### config.mk
export PLATFORM = sky130hd
export DESIGN_NAME = cook_program_sequencer
export DESIGN_NICKNAME = d
export VERILOG_FILES = /design/src/rtl/cook_program_sequencer.sv
export SDC_FILE = /design/constraint.sdc
export NUM_CORES = 1
export LEC_CHECK = 0
export ABC_CLOCK_PERIOD_IN_PS = 2700
export CAP_MARGIN = 25
export CORE_ASPECT_RATIO = 1.5
export CORE_UTILIZATION = 42
export DETAILED_ROUTE_END_ITERATION = 8
export PLACE_DENSITY = 0.66
export SKIP_LAST_GASP = 1
export SLEW_MARGIN = 20
export SYNTH_ARGS = -nofsm -noshare
export SYNTH_HDL_FRONTEND = slang
export SYNTH_SLANG_ARGS = --single-unit
### constraint.sdc
create_clock -name clock -period 2.7 [get_ports clock]
set_clock_uncertainty 0.05 [all_clocks]
set_input_delay 0.54 -clock clock [delete_from_list [all_inputs] [get_ports clock]]
set_output_delay 0.54 -clock clock [all_outputs]
set_load 0.02 [all_outputs]
### src/rtl/cook_program_sequencer.sv
// Multi-stage cook program sequencer: drives the external BCD timer and gates the magnetron by power duty cycle.
// Optional end-of-program chime enabled by defining CHIME_EN.
module cook_program_sequencer #(
  parameter int NSTAGES   = 4,
  parameter int STAGE_W   = 2,
  parameter int WINDOW    = 10,
  parameter int CHIME_LEN = 3
) (
  input  logic               clock,
  input  logic               resetn,
  input  logic               prog_we,
  input  logic [STAGE_W-1:0] prog_addr,
  input  logic [11:0]        prog_time,
  input  logic [3:0]         prog_power,
  input  logic [STAGE_W:0]   prog_count,
  input  logic               startn,
  input  logic               stopn,
  input  logic               clearn,
  input  logic               door_closed,
  input  logic               sec_tick,
  input  logic               timer_zero,
  output logic               timer_load,
  output logic [11:0]        timer_load_val,
  output logic               timer_dec,
  output logic               mag_on,
  output logic [STAGE_W-1:0] stage_idx,
  output logic               busy,
  output logic               done,
  output logic               chime
);
  // Window counter shares the 4-bit width of power, so WINDOW must not exceed 16.
  localparam int WIN_W = 4;

  typedef enum logic [2:0] {S_IDLE, S_LOAD, S_COOK, S_PAUSE, S_DONE} state_e;

  state_e             state_q, state_d;
  logic [11:0]        time_q [NSTAGES];
  logic [3:0]         pow_q  [NSTAGES];
  logic [STAGE_W-1:0] stage_q, stage_d;
  logic [STAGE_W:0]   total_q, total_d;
  logic [WIN_W-1:0]   win_q, win_d;
  logic               mag_q, mag_d;
  logic               arm_q, arm_d;
  logic               start_used;

  logic hold, go_ok, cnt_ok, last;
  assign hold   = ~door_closed | ~stopn;
  // arm_q blocks a held-low startn from retriggering after it has been consumed once
  assign go_ok  = ~startn & door_closed & arm_q;
  assign cnt_ok = (prog_count != '0) && (prog_count <= (STAGE_W+1)'(NSTAGES));
  assign last   = ({1'b0, stage_q} == total_q - 1'b1);

  always_ff @(posedge clock or negedge resetn) begin
    if (!resetn) begin
      state_q <= S_IDLE;
      stage_q <= '0;
      total_q <= '0;
      win_q   <= '0;
      mag_q   <= 1'b0;
      arm_q   <= 1'b0;
    end else begin
      state_q <= state_d;
      stage_q <= stage_d;
      total_q <= total_d;
      win_q   <= win_d;
      mag_q   <= mag_d;
      arm_q   <= arm_d;
    end
  end

  always_ff @(posedge clock or negedge resetn) begin
    if (!resetn) begin
      for (int i = 0; i < NSTAGES; i++) begin
        time_q[i] <= '0;
        pow_q[i]  <= '0;
      end
    end else if (prog_we && state_q == S_IDLE &&
                 ({1'b0, prog_addr} < (STAGE_W+1)'(NSTAGES))) begin
      time_q[prog_addr] <= prog_time;
      pow_q[prog_addr]  <= prog_power;
    end
  end

  always_comb begin
    state_d    = state_q;
    stage_d    = stage_q;
    total_d    = total_q;
    win_d      = win_q;
    start_used = 1'b0;
    case (state_q)
      S_IDLE: if (clearn && !hold && go_ok && cnt_ok) begin
        state_d    = S_LOAD;
        stage_d    = '0;
        total_d    = prog_count;
        start_used = 1'b1;
      end
      S_LOAD: begin
        win_d = '0;
        if (!clearn) begin
          state_d = S_IDLE;
          stage_d = '0;
        end else if (hold) state_d = S_PAUSE;
        else               state_d = S_COOK;
      end
      S_COOK: begin
        if (!clearn) begin
          state_d = S_IDLE;
          stage_d = '0;
        end else if (hold) begin
          state_d = S_PAUSE;
        end else if (timer_zero) begin
          if (last) state_d = S_DONE;
          else begin
            state_d = S_LOAD;
            stage_d = stage_q + 1'b1;
          end
        end else if (sec_tick) begin
          win_d = (win_q == WIN_W'(WINDOW-1)) ? '0 : win_q + 1'b1;
        end
      end
      S_PAUSE: begin
        if (!clearn) begin
          state_d = S_IDLE;
          stage_d = '0;
        end else if (!hold && go_ok) begin
          state_d    = S_COOK;
          start_used = 1'b1;
        end
      end
      S_DONE: begin
        if (!clearn || !door_closed) begin
          state_d = S_IDLE;
          stage_d = '0;
        end else if (stopn && go_ok) begin
          state_d    = S_IDLE;
          stage_d    = '0;
          start_used = 1'b1;
        end
      end
      default: state_d = S_IDLE;
    endcase
    arm_d = startn ? 1'b1 : (start_used ? 1'b0 : arm_q);
    // registered from next state so mag_on tracks COOK exactly; power >= WINDOW is always on
    mag_d = (state_d == S_COOK) && door_closed && (win_d < pow_q[stage_d]);
  end

  always_comb begin
    timer_load     = 1'b0;
    timer_load_val = '0;
    timer_dec      = 1'b0;
    busy           = 1'b0;
    done           = 1'b0;
    case (state_q)
      S_LOAD: begin
        timer_load     = 1'b1;
        timer_load_val = time_q[stage_q];
        busy           = 1'b1;
      end
      S_COOK: begin
        busy      = 1'b1;
        timer_dec = clearn & ~hold & ~timer_zero & sec_tick;
      end
      S_PAUSE: busy = 1'b1;
      S_DONE:  done = 1'b1;
      default: ;
    endcase
  end

  assign mag_on    = mag_q;
  assign stage_idx = stage_q;

`ifdef CHIME_EN
  localparam int CW = $clog2(CHIME_LEN + 1);
  logic          chime_q;
  logic [CW-1:0] ccnt_q;

  always_ff @(posedge clock or negedge resetn) begin
    if (!resetn) begin
      chime_q <= 1'b0;
      ccnt_q  <= '0;
    end else if (state_d == S_DONE && state_q != S_DONE) begin
      chime_q <= 1'b1;
      ccnt_q  <= '0;
    end else if (state_d != S_DONE) begin
      chime_q <= 1'b0;
    end else if (chime_q && sec_tick) begin
      if (ccnt_q == CW'(CHIME_LEN-1)) chime_q <= 1'b0;
      ccnt_q <= ccnt_q + 1'b1;
    end
  end

  assign chime = chime_q;
`else
  assign chime = 1'b0;
`endif
endmodule

==> results.py <==
metrics = {
    "clock_tree": {
        "htreeDepth": 3,
        "clk_pin_slew_ps": 60,
        "cts_made_buffers": 9,
        "clk_latency_ps": 330,
        "cts_hold_buf": 0,
        "cts.root.buffer_cell": "clkbuf_16",
        "clockBufferDepth": 2,
        "cts_tree": "done",
        "cts_setup_buffers": 0,
        "cts_num_sinks": 78,
    },
    "detailed_routing": {
        "antenna_left": 0,
        "vias_per_cell": 5.45,
        "num_vias": 2685,
        "dr.pass1.iters": 4,
        "initialDrtViolationCount": 97,
        "drt-total-wl_um": 8640,
        "remaining_drc_errors": 0,
        "wl_per_cell_um": 17.5,
    },
    "placement": {
        "place_congestion": 0.812,
        "place_ws_ps": -785,
        "numPortBuffers": 48,
        "hpwl_um": 5900,
        "dp.cells": 477,
    },
    "die": {
        "die_area_sq_um": 9630,
        "die_h_um": 120,
        "initial_utilization_pct": 43.7,
        "rows": 42,
        "ioPinCount": 50,
        "die_x_um": 80.5,
        "core_sq_um": 8880,
    },
    "logic_synthesis": {
        "syn-instance-count": 296,
        "yosysWarnings": 0,
        "synth.most_common_cell": "dfrtp_1",
        "ys_seq_elements": 78,
        "syn_area_sq_um": 3880,
        "synth_edf_count": 0,
        "seq_area_frac_synth_pct": 50.3,
        "ys_top_cells_by_count": "dfrtp_1, mux2_2, nand2_1, and3_1, mux4_2",
        "yosysTopAreaCell": "dfrtp_1",
        "synthArstFlopShare_pct": 100,
        "synth_fp_nets": 332,
        "ys_types": 50,
        "synth_area_leaders": "dfrtp_1, mux2_2, mux4_2, and3_1, ha_1",
        "synth_top_area_share_pct": 50.3,
        "synthFlopType": "dfrtp_1",
        "syn_area_per_cell_sq_um": 13.1,
    },
    "run_status": {
        "status": "finished with violations",
        "violations": "setup timing",
    },
    "cells_and_area": {
        "area.growth.synth_to_final_pct": 31.7,
        "drive_gt1_share_pct": 42.0,
        "insertedDiodeCount": 0,
        "fin_cells": 493,
        "final_net_count": 415,
    },
    "pwr": {
        "leakagePower_uw": 0.00226,
        "p_int_uw": 3230,
        "swShare_pct": 28.1,
        "comb_power_share_pct": 34.1,
        "p_clk_share_pct": 27.2,
        "switchingPower_uw": 1260,
        "vdd_drop_max_uv": 600,
        "seq_power_share_pct": 38.6,
        "p_total_uw": 4490,
        "p_per_area_nw_per_um2": 879,
    },
    "global_route": {
        "grt_usage_pct": 20.0,
        "grt.overflow.total": 0,
        "antenna_found_initial": 0,
        "grt_pass1_vias": 2899,
        "grt_max_degree": 79,
        "grt_pass1_wl_um": 14300,
    },
    "sta": {
        "rsz0062_at_grt": "true",
        "final_hold_viol_count": 0,
        "period_minus_slack_ps": 2860,
        "setup_tns_ps": -163,
        "min_period_over_period_pct": 106,
        "worst_slack_ps": -163,
        "setup_viol": 1,
        "whs_ps": 35.3,
        "fmax_mhz": 349,
        "drv_slew": 0,
    },
    "critical_path": {
        "worstPathArrival_ps": 3080,
        "required_ps": 2920,
        "worstPathMaxFanout": 5,
        "worstSetupStartpointType": "input pin",
        "setup.worst_path.class": "in -> reg",
        "cp-end-kind": "flip-flop",
    },
    "run": {
        "drv_cap": 0,
    },
    "hold_path": {
        "hp-class": "in -> async",
    },
}
## layout make-up
cell class              count  area, sq um
clock inverters             3         42.5
repair buffers             87          781
multi-input cells         193         1890
inverters                  10         37.5
well taps                 110          138
fillers                   761         3770
flip-flops and latches     78         1950
clock buffers              12          267
## path summary, 6_finish.rpt
kind	start	end	slack, ps	depth (start not counted)
min in group clock	time_q[17]	time_q[17]	450	1
max reg2reg	total_q[1]	mag_on	-150	14
max	prog_count[2]	mag_on	-160	13
min	resetn	time_q[18]	40	1
min reg2reg	time_q[17]	time_q[17]	450	1
max in group asynchronous	resetn	time_q[21]	1990	2
## power groups by stage
stage,Combinational [uW],Clock (uW),Sequential (uW)
after CTS,1480,1250,1730
after global placement,1430,0,1720
final,1530,1220,1730
after global routing,1670,1300,1780
after floorplan,1020,0,1690
after detailed placement,1460,0,1740
## critical path: stages
cell and delay, ps:
dlygate4sd2_1 250, or3_1 380, nand4_1 140, a221oi_2 90, o211a_4 280, nor2_8 130, mux2_4 320, o21ai_4 140
ha_4 220, nand2_1 60, nand4b_1 120, a311oi_2 270, o21a_1 150
## metal layers
| metal | GRT usage [%] | up-vias | share of wire (%) |
|---|---|---|---|
| met5 | 0 | - | 0 |
| met2 | 34.8 | 52 | 53 |
| li1 | - | 1246 | - |
| met4 | 8.26 | 0 | 2.3 |
| met1 | 24.0 | 1372 | 42 |
| met3 | 3.42 | 15 | 3.2 |
## per-stage QoR
step | area, sq um | utilization, %
after floorplan | 3890 | -
after global placement | 4700 | 52.9
after detailed placement | 4700 | 52.9
after CTS | 5020 | 56.5
after global routing | 5110 | 57.5
final | 5110 | 57.5
## cell usage in the layout (no fill, tap or decap), types with 2 or more instances in the layout
cell type        instances
o31ai_1                  3
nand2b_1                 2
inv_1                    8
a21oi_1                  2
and3_1                  12
dlygate4sd2_1           20
o21ai_0                  6
clkbuf_16                9
mux4_2                  12
inv_2                    2
mux2_2                  69
a22oi_1                  2
clkdlybuf4s50_1         26
nand2_1                 17
nor2_1                   9
nor3b_1                  2
nor3_1                   2
ha_1                     4
buf_4                   38
o21ai_1                  3
dfrtp_1                 78
ha_4                     2
nand3_1                  7
nand4_1                  2
mux2i_1                  3
clkbuf_8                 3
## state kept, by name, summed over array words and instances, names as in the netlist
register,count
arm_q,1
mag_on,1
pow_q,16
stage_idx,2
state_q,3
time_q,48
total_q,3
win_q,4
## what timing repair did
| item | CTS | global route |
|---|---|---|
| gates resized for setup | 29 | 13 |
| setup endpoints to repair | 14 | 2 |
| gates cloned | 0 | 0 |
| pin swaps | 8 | 7 |
## logic make-up after synthesis
family / after synthesis / synth area share [%]
XOR/XNOR: 3 / 0.678
other: 1 / 0.0967
multiplexers: 86 / 28.3
flip-flops: 78 / 50.3
AND/OR/NAND/NOR: 67 / 10.1
AO/OA/AOI/OAI: 30 / 5.39
adder cells (fa/ha/maj): 6 / 1.94
buffers and inverters: 25 / 3.19
No activity file was read; power rests on OpenSTA's default activity.
